File: src/rtl/riscv_pkg.sv
// rtl/riscv_pkg.sv - RV32I opcodes, control word types and the opcode decoder.
package riscv_pkg;

  localparam logic [6:0] OPC_LUI    = 7'b0110111;
  localparam logic [6:0] OPC_AUIPC  = 7'b0010111;
  localparam logic [6:0] OPC_JAL    = 7'b1101111;
  localparam logic [6:0] OPC_JALR   = 7'b1100111;
  localparam logic [6:0] OPC_BRANCH = 7'b1100011;
  localparam logic [6:0] OPC_LOAD   = 7'b0000011;
  localparam logic [6:0] OPC_STORE  = 7'b0100011;
  localparam logic [6:0] OPC_OP_IMM = 7'b0010011;
  localparam logic [6:0] OPC_OP     = 7'b0110011;

  typedef enum logic [3:0] {
    ALU_ADD   = 4'd0,
    ALU_SUB   = 4'd1,
    ALU_SLL   = 4'd2,
    ALU_SLT   = 4'd3,
    ALU_SLTU  = 4'd4,
    ALU_XOR   = 4'd5,
    ALU_SRL   = 4'd6,
    ALU_SRA   = 4'd7,
    ALU_OR    = 4'd8,
    ALU_AND   = 4'd9,
    ALU_PASSB = 4'd10
  } alu_op_e;

  typedef enum logic [2:0] {
    IMM_NONE = 3'd0,
    IMM_I    = 3'd1,
    IMM_S    = 3'd2,
    IMM_B    = 3'd3,
    IMM_U    = 3'd4,
    IMM_J    = 3'd5
  } imm_type_e;

  typedef struct packed {
    logic    reg_write;
    logic    alu_src;
    logic    mem_to_reg;
    logic    mem_read;
    logic    mem_write;
    logic    branch;
    logic    jump;
    alu_op_e alu_op;
  } ctrl_t;

  typedef struct packed {
    ctrl_t ctrl;
    logic  illegal;
    logic  use_rs1;
    logic  use_rs2;
  } dec_t;

  // alt is instr[30]; it selects SUB only for register-register ops, SRA for both shift forms
  function automatic alu_op_e alu_from_f3(input logic [2:0] funct3, input logic alt,
                                          input logic is_reg);
    alu_op_e r;
    r = ALU_ADD;
    case (funct3)
      3'd0: r = (is_reg && alt) ? ALU_SUB : ALU_ADD;
      3'd1: r = ALU_SLL;
      3'd2: r = ALU_SLT;
      3'd3: r = ALU_SLTU;
      3'd4: r = ALU_XOR;
      3'd5: r = alt ? ALU_SRA : ALU_SRL;
      3'd6: r = ALU_OR;
      default: r = ALU_AND;
    endcase
    return r;
  endfunction

  function automatic imm_type_e imm_type_of(input logic [6:0] opcode);
    imm_type_e t;
    t = IMM_NONE;
    case (opcode)
      OPC_OP_IMM, OPC_LOAD, OPC_JALR: t = IMM_I;
      OPC_STORE:                      t = IMM_S;
      OPC_BRANCH:                     t = IMM_B;
      OPC_LUI, OPC_AUIPC:             t = IMM_U;
      OPC_JAL:                        t = IMM_J;
      default:                        t = IMM_NONE;
    endcase
    return t;
  endfunction

  function automatic dec_t decode(input logic [6:0] opcode, input logic [2:0] funct3,
                                  input logic alt);
    dec_t d;
    d = '0;
    case (opcode)
      OPC_LUI: begin
        d.ctrl.reg_write = 1'b1;
        d.ctrl.alu_src   = 1'b1;
        d.ctrl.alu_op    = ALU_PASSB;
      end
      OPC_AUIPC: begin
        d.ctrl.reg_write = 1'b1;
        d.ctrl.alu_src   = 1'b1;
      end
      OPC_JAL: begin
        d.ctrl.reg_write = 1'b1;
        d.ctrl.jump      = 1'b1;
      end
      OPC_JALR: begin
        d.ctrl.reg_write = 1'b1;
        d.ctrl.alu_src   = 1'b1;
        d.ctrl.jump      = 1'b1;
        d.use_rs1        = 1'b1;
      end
      OPC_BRANCH: begin
        d.ctrl.branch = 1'b1;
        d.ctrl.alu_op = (funct3[2:1] == 2'b10) ? ALU_SLT :
                        (funct3[2:1] == 2'b11) ? ALU_SLTU : ALU_SUB;
        d.use_rs1     = 1'b1;
        d.use_rs2     = 1'b1;
      end
      OPC_LOAD: begin
        d.ctrl.reg_write  = 1'b1;
        d.ctrl.alu_src    = 1'b1;
        d.ctrl.mem_to_reg = 1'b1;
        d.ctrl.mem_read   = 1'b1;
        d.use_rs1         = 1'b1;
      end
      OPC_STORE: begin
        d.ctrl.alu_src   = 1'b1;
        d.ctrl.mem_write = 1'b1;
        d.use_rs1        = 1'b1;
        d.use_rs2        = 1'b1;
      end
      OPC_OP_IMM: begin
        d.ctrl.reg_write = 1'b1;
        d.ctrl.alu_src   = 1'b1;
        d.ctrl.alu_op    = alu_from_f3(funct3, alt, 1'b0);
        d.use_rs1        = 1'b1;
      end
      OPC_OP: begin
        d.ctrl.reg_write = 1'b1;
        d.ctrl.alu_op    = alu_from_f3(funct3, alt, 1'b1);
        d.use_rs1        = 1'b1;
        d.use_rs2        = 1'b1;
      end
      default: d.illegal = 1'b1;
    endcase
    return d;
  endfunction

endpackage

File: src/rtl/imm_gen.sv
// rtl/imm_gen.sv - RV32I immediate generator, sign-extended to XLEN.
module imm_gen import riscv_pkg::*; #(
  parameter int XLEN = 32
) (
  input  logic [31:0]     instr_i,
  output logic [XLEN-1:0] imm_o
);

  logic [31:0] imm32;

  always_comb begin
    imm32 = '0;
    case (imm_type_of(instr_i[6:0]))
      IMM_I:   imm32 = {{20{instr_i[31]}}, instr_i[31:20]};
      IMM_S:   imm32 = {{20{instr_i[31]}}, instr_i[31:25], instr_i[11:7]};
      IMM_B:   imm32 = {{19{instr_i[31]}}, instr_i[31], instr_i[7], instr_i[30:25],
                        instr_i[11:8], 1'b0};
      IMM_U:   imm32 = {instr_i[31:12], 12'b0};
      IMM_J:   imm32 = {{11{instr_i[31]}}, instr_i[31], instr_i[19:12], instr_i[20],
                        instr_i[30:21], 1'b0};
      default: imm32 = '0;
    endcase
  end

  assign imm_o = XLEN'($signed(imm32));

endmodule

File: src/rtl/id_ex_stage.sv
// rtl/id_ex_stage.sv - RV32I decode with register file, load-use stall and ID/EX register.
module id_ex_stage import riscv_pkg::*; #(
  parameter int XLEN      = 32,
  parameter int NREGS     = 32,
  parameter int WB_BYPASS = 1,
  parameter int LU_STALL  = 1,
  localparam int RA_W     = $clog2(NREGS)
) (
  input  logic            clk,
  input  logic            rst,
  input  logic            in_valid,
  output logic            in_ready,
  input  logic [31:0]     in_instr,
  input  logic [XLEN-1:0] in_pc,
  input  logic            flush,
  input  logic            wb_we,
  input  logic [RA_W-1:0] wb_rd,
  input  logic [XLEN-1:0] wb_data,
  output logic            out_valid,
  input  logic            out_ready,
  output ctrl_t           out_ctrl,
  output logic [XLEN-1:0] out_rs1_data,
  output logic [XLEN-1:0] out_rs2_data,
  output logic [XLEN-1:0] out_imm,
  output logic [XLEN-1:0] out_pc,
  output logic [RA_W-1:0] out_rd,
  output logic [RA_W-1:0] out_rs1,
  output logic [RA_W-1:0] out_rs2,
  output logic            out_illegal
);

  logic [XLEN-1:0] rf_q [NREGS];

  dec_t            dec;
  logic [RA_W-1:0] rs1, rs2, rd;
  logic [XLEN-1:0] rs1_rd, rs2_rd, imm;
  logic            lu_hazard, load;

  logic            valid_q, valid_d;
  ctrl_t           ctrl_q;
  logic [XLEN-1:0] rs1_data_q, rs2_data_q, imm_q, pc_q;
  logic [RA_W-1:0] rd_q, rs1_q, rs2_q;
  logic            illegal_q;

  assign dec = decode(in_instr[6:0], in_instr[14:12], in_instr[30]);
  assign rd  = RA_W'(in_instr[11:7]);
  assign rs1 = RA_W'(in_instr[19:15]);
  assign rs2 = RA_W'(in_instr[24:20]);

  imm_gen #(.XLEN(XLEN)) u_imm_gen (
    .instr_i (in_instr),
    .imm_o   (imm)
  );

  always_ff @(posedge clk) begin
    if (rst) begin
      for (int i = 0; i < NREGS; i++) rf_q[i] <= '0;
    end else if (wb_we && wb_rd != '0) begin
      rf_q[wb_rd] <= wb_data;
    end
  end

  // x0 reads zero regardless of array contents; the bypass covers the same-edge WB write
  always_comb begin
    rs1_rd = rf_q[rs1];
    rs2_rd = rf_q[rs2];
    if (rs1 == '0) rs1_rd = '0;
    else if (WB_BYPASS != 0 && wb_we && wb_rd == rs1) rs1_rd = wb_data;
    if (rs2 == '0) rs2_rd = '0;
    else if (WB_BYPASS != 0 && wb_we && wb_rd == rs2) rs2_rd = wb_data;
  end

  assign lu_hazard = (LU_STALL != 0) && valid_q && ctrl_q.mem_read && (rd_q != '0) &&
                     ((dec.use_rs1 && rd_q == rs1) || (dec.use_rs2 && rd_q == rs2)) &&
                     in_valid;
  assign in_ready  = (!valid_q || out_ready) && !lu_hazard && !flush;
  assign load      = in_valid && in_ready;

  always_comb begin
    valid_d = valid_q;
    if (flush)          valid_d = 1'b0;
    else if (load)      valid_d = 1'b1;
    else if (out_ready) valid_d = 1'b0;
  end

  always_ff @(posedge clk) begin
    if (rst) begin
      valid_q    <= 1'b0;
      ctrl_q     <= '0;
      rs1_data_q <= '0;
      rs2_data_q <= '0;
      imm_q      <= '0;
      pc_q       <= '0;
      rd_q       <= '0;
      rs1_q      <= '0;
      rs2_q      <= '0;
      illegal_q  <= 1'b0;
    end else begin
      valid_q <= valid_d;
      if (load) begin
        ctrl_q     <= dec.ctrl;
        rs1_data_q <= rs1_rd;
        rs2_data_q <= rs2_rd;
        imm_q      <= imm;
        pc_q       <= in_pc;
        rd_q       <= rd;
        rs1_q      <= rs1;
        rs2_q      <= rs2;
        illegal_q  <= dec.illegal;
      end
    end
  end

  assign out_valid    = valid_q;
  assign out_ctrl     = ctrl_q;
  assign out_rs1_data = rs1_data_q;
  assign out_rs2_data = rs2_data_q;
  assign out_imm      = imm_q;
  assign out_pc       = pc_q;
  assign out_rd       = rd_q;
  assign out_rs1      = rs1_q;
  assign out_rs2      = rs2_q;
  assign out_illegal  = illegal_q;

endmodule

File: config.mk
export PLATFORM = sky130hd
export DESIGN_NAME = id_ex_stage
export DESIGN_NICKNAME = d
export VERILOG_FILES = /design/src/rtl/riscv_pkg.sv /design/src/rtl/imm_gen.sv /design/src/rtl/id_ex_stage.sv
export SDC_FILE = /design/constraint.sdc
export NUM_CORES = 2
export LEC_CHECK = 0
export ABC_AREA = 1
export BUFFER_PORTS_ARGS = -buffer_cell sky130_fd_sc_hd__buf_2
export CAP_MARGIN = 20
export CORE_MARGIN = 4
export CORE_UTILIZATION = 50
export CTS_CLUSTER_SIZE = 20
export DETAILED_ROUTE_END_ITERATION = 10
export PLACE_DENSITY = 0.67
export SLEW_MARGIN = 25
export SYNTH_ARGS = -nofsm -noshare
export SYNTH_HDL_FRONTEND = slang
export SYNTH_SLANG_ARGS = --single-unit
File: constraint.sdc
create_clock -name clk -period 2.91 [get_ports clk]
set_input_delay 0 -clock clk [delete_from_list [all_inputs] [get_ports clk]]
set_output_delay 0 -clock clk [all_outputs]
set_load 0.05 [all_outputs]
=== Word level (Yosys, flattened, before mapping) ===
Memories as Yosys holds them, arrays and structs flattened.
Cells that the tools add are included.

* Add/sub/neg operators: 0
* Multipliers: 0
* Div/mod/pow operators: 0
* Magnitude comparators: 0
* Equal/unequal tests: 26
* Shift operators: 0
* Mux-type cells: 32
* Bitwise gates (word level): 0
* Reduce and logical (&&, ||, !) cells: 33

{| class="wikitable"
|+ Operators with widths
! operator !! count
|-
| $mux 32 || 5
|-
| $pmux 32 s5 || 1
|-
| $pmux 4 s7 || 2
|-
| $reduce_or 32->1 || 1
|-
| $eq 7x6->1 const B || 3
|-
| $eq 7x7->1 const B || 3
|-
| $eq 5x5->1 || 4
|-
| $mux 1 || 18
|-
| $pmux 4 s4 || 1
|-
| $eq 3x3->1 const B || 5
|-
| $pmux 3 s5 || 1
|-
| $eq 7x5->1 const B || 2
|-
| $eq 3x2->1 const B || 4
|-
| $logic_and 1x1->1 || 12
|-
| $reduce_or 6->1 || 2
|-
| $logic_not 5->1 || 2
|-
| $reduce_bool 5->1 || 2
|-
| $reduce_or 9->1 || 1
|-
| $eq 7x2->1 const B || 1
|-
| $reduce_or 7->1 || 1
|-
| $eq 3x1->1 const B || 2
|-
| $mux 3 || 2
|-
| $reduce_or 2->1 || 3
|-
| $reduce_or 3->1 || 2
|-
| other kinds (7) || 11
|}

* Flip-flop bits (word level): 156
* Latch bits: 0
* Bits in writable memories: 1024
* Bits in read-only memories: 0
* Memories kept: 1

{| class="wikitable"
|+ Memories
! memory !! depth !! bits a word !! read ports !! clocked after Yosys merged registers in !! write ports !! RTL line !! source
|-
| rf_q || 32 || 32 || 2 || 0 || 32 || id_ex_stage.sv:32 || <nowiki>logic [XLEN-1:0] rf_q [NREGS];</nowiki>
|}

=== Logic depth before layout (Yosys ltp) ===
* Depth after elaboration: 12
* Mapped depth: 17
* Mapped depth without buffers: 14

=== Hierarchy ===
A second synthesis with hierarchy kept.

* Cell total of the unflattened synthesis: 9245
* Area, all modules: 66810.3 µm²

{| class="wikitable"
|+ By module, submodules not included
! module !! instances !! cells an instance !! area an instance (µm²) !! seq. area each (µm²)
|-
| id_ex_stage || 1 || 9083 || 66070.9 || 33852.5
|-
| imm_gen || 1 || 162 || 739.5 || 0.0
|}

=== Worst setup path after synthesis ===
OpenSTA, ideal clock, no wires.

* Path type: input-to-reg
* Start: input wb_rd[4]
* End: memory rf_q[5][0], enable pin
* Setup time: 0.389 ns
* Arrival time: 1.990 ns
* Required time: 2.521 ns
* Path slack: 0.531 ns
* Stages: 10
* Buffers on the path: 2
* Path through: buf_2 -> nor2_1 -> nand2_1 -> inv_2 -> nand2_1 -> nand2_1 -> nor4_4 -> nand3_1 -> buf_6 -> nand2_1

{| class="wikitable"
|+ RTL lines
! element !! RTL line !! source
|-
| from (decl) || id_ex_stage.sv:17 || <nowiki>input logic [RA_W-1:0] wb_rd,</nowiki>
|-
| to (decl) || id_ex_stage.sv:32 ||
|}

=== Worst setup path in the final report ===
* Start: input in_instr[0]
* End: register imm_q[1] (netlist: out_imm[1])

* Cells in the longest elaborated chain, start to end: 11
* Elaborated cells between the ends (all ways): 31

{| class="wikitable"
|+ RTL lines
! element !! RTL line !! source
|-
| from (decl) || id_ex_stage.sv:13 || <nowiki>input logic [31:0] in_instr,</nowiki>
|-
| parallel branches: the longest is 11 deep, another holds $pmux 32 s5 || -- ||
|-
| to (signal assigned) || id_ex_stage.sv:104 || <nowiki>imm_q <= imm;</nowiki>
|-
| to (decl) || id_ex_stage.sv:41 || <nowiki>logic [XLEN-1:0] rs1_data_q, rs2_data_q, imm_q, pc_q;</nowiki>
|}

Several ways; the timed one is not identified.
A chain may end at the register's enable or synchronous reset.

==> results.cfg <==
[run_status]
status = finished, final reports clean

[worst_hold_path]
holdPathStages = 4
hp-class = input pin to register

[logic_synthesis]
synth_cell_types = 36
ys_async_sr_fraction_pct = 0
synth_seq_area_share_pct = 51.2
synth-main-ff-cell = edfxtp_1
synth-seq-cells = 1179
yosys.area.top_type = edfxtp_1
netlist_instances = 9140
yosysMostFrequentCell = nand2_1
synth.cell_area_um2 = 66100
synth_top_cell_area_share_pct = 46.5
synth.area.top_cells = edfxtp_1 (46%), nand2_1 (18%), nor2_1 (11%)
syn_area_per_cell_um2 = 7.24
synth_edf_count = 1024
synthTopCellsByCount = nand2_1 (3,109), nor2_1 (1,920), nand3_1 (1,181)
synth_warnings = 0

[drt]
post_drt_wl_per_cell_um = 24.7
vias_per_cell = 5.94
detail-route-antenna-nets = 0
vias = 66600
route.final.wire_length_um = 277000
drtIter0Drc = 11400
dr.pass1.iters = 9
drc = 0

[clock_tree]
path_clk_slew_ns = 0.07
clock_sinks = 1179
clk_path_buf_depth = 3
numCtsBuffers = 135
h-tree-depth = 4
clk_latency_ns = 0.78
tritoncts = yes
root_buffer = clkbuf_16

[pwr]
power.leakage_nw = 35.6
p_total_mw = 44.1
powerDensity_nw_per_um2 = 575
peakVddDrop_mv = 0.476

[critical_path]
critPathRequiredTime_ns = 3.62
cp-startpoint = in_instr[0]
crit_type = input pin to register
cp-end-kind = register
r2r_start = out_rd[1]$_SDFFE_PP0P_
start_kind = input pin
rrSetupSlack_ns = 0.33
crit_fanout = 6
crit_end = out_imm[1]$_SDFFE_PP0P_
crit-reg2reg-capture = out_pc[7]$_SDFFE_PP0P_
arrival_ns = 3.45
r2r_cells = 14

[global_routing]
use_met3_pct = 12.7
grt_pass1_vias = 61300
grt_overflow = 0
grtUsageMet2_pct = 58.1
grt_pass1_wl_um = 399000
antenna_found_initial = 15
top_usage_layer = met2
grt_usage_pct = 39.1
use_met1_pct = 50.5
grt_max_degree = 150

[timing]
skew_ns = 0.0210
period_needed_ns = 2.74
tns_ns = 0
rsz0062_at_grt = no
hold_viol = 0
slew_violations = 0
fin_crit_sh_pct = 94.3
tightestPinTransition_ns = 1.08
slew_headroom_pct = 28.2
setup_viol = 0
max_freq_ghz = 0.364
layout_setup_ws_ns = 0.166
whs_ns = 0.0723

[die]
ioPinCount = 264
dieArea_um2 = 138000
die_x_um = 372
num_rows = 133
die_h_um = 372
coreArea_um2 = 131000
initial_core_util_pct = 50.3

[cells_and_area]
syn2layout_area_growth_pct = 15.8
final_cell_area_um2 = 76600
layout-drive-gt1-share_pct = 8.49
num-nets-final = 9453

[place]
hpwl_um = 163000
io_buffers = 263
pre_cts_ws_ns = 0.409
place_area_um2 = 70300
gp_congestion = 0.955

[job]
drv_cap = 0
## placed cells by master (no fill, tap or decap), types with 88 or more instances in the layout
| cell | synthesis | routed |
|---|---|---|
| nand3_1 | 1181 | 1177 |
| dlygate4sd3_1 | 0 | 181 |
| dfxtp_1 | 155 | 155 |
| clkbuf_16 | 0 | 144 |
| buf_2 | 202 | 254 |
| buf_12 | 0 | 88 |
| a21oi_1 | 121 | 119 |
| nand2_1 | 3109 | 3075 |
| edfxtp_1 | 1024 | 1024 |
| inv_1 | 796 | 794 |
| nor2_1 | 1920 | 1917 |
| buf_4 | 16 | 187 |
## where the power goes
| part | total (mW) | switching (mW) | internal, mW |
|---|---|---|---|
| registers | 19.7 | 0.409 | 19.2 |
| clock network | 17.6 | 7.26 | 10.3 |
| logic | 6.87 | 5.04 | 1.83 |
## state kept, by name, indices dropped and copies added, names as in the netlist
signal,count
rf_q,1024
out_imm,32
out_pc,32
out_rs1_data,32
out_rs2_data,32
out_ctrl,10
out_rd,5
out_rs1,5
out_rs2,5
out_illegal,1
out_valid,1
## worst max-delay path, cell delays in order
cell and delay [ns]:
dlygate4sd3_1 0.52, buf_2 0.18, nand2_1 0.14, nor2_1 0.22, nand2_1 0.13, nand3_1 0.22
o21ai_0 0.10, dlygate4sd3_1 0.57, nand2_1 0.06, dlygate4sd3_1 0.54, nand2_1 0.06, dlygate4sd3_1 0.57
a21oi_1 0.13
## what timing repair did
action	CTS	global route
endpoints found under the setup margin	0	43
hold buffers	181	0
setup buffers	0	2
endpoints found under the hold margin	849	0
gates resized for setup	0	6
## cell type report
type / count / area [um2]
Tap cell: 1755 / 2200
Timing Repair Buffer: 721 / 6440
Sequential cell: 1179 / 33900
Multi-Input combinational cell: 6503 / 26600
Inverter: 806 / 3060
Fill cell: 11600 / 54800
Clock inverter: 66 / 644
Antenna cell: 7 / 17.5
Clock buffer: 176 / 3790
## routing by layer
metal / part of all wire, % / routed length [um]
met1: 35 / 97500
met2: 42 / 117000
met3: 16 / 44700
met4: 6.4 / 17700
met5: 0.020 / 55
## worst min path at each step
stage / endpoint / slack (ns) / start
detailed placement: out_valid$_SDFFE_PP0P_ / 0.17 / flush
floorplan: out_valid$_SDFFE_PP0P_ / 0.07 / flush
CTS: rf_q[8][30]$_SDFFCE_PN0P_ / 0.008 / wb_rd[2]
finish: rf_q[8][30]$_SDFFCE_PN0P_ / 0.07 / wb_rd[2]
global route: rf_q[8][30]$_SDFFCE_PN0P_ / 0.1 / wb_rd[2]
global placement: out_valid$_SDFFE_PP0P_ / 0.17 / flush
## cell families after synthesis
| logic type | count (synthesis) | synth area share (%) |
|---|---|---|
| other | 1 | 0.00567 |
| buffers and inverters | 1489 | 9.04 |
| DFF | 1179 | 51.2 |
| AOI/OAI and AO/OA | 161 | 1.28 |
| xor gates and xnor gates | 6 | 0.0794 |
| and+or+nand+nor | 6304 | 38.4 |
## per-stage QoR
step | utilization [%] | std cells
floorplan | - | 9171
global placement | 53.4 | 10800
detailed placement | 53.4 | 10800
CTS | 58.2 | 11200
global route | 58.3 | 11200
finish | 58.3 | 11200
Note: power is estimated with default switching activity, not from simulation.
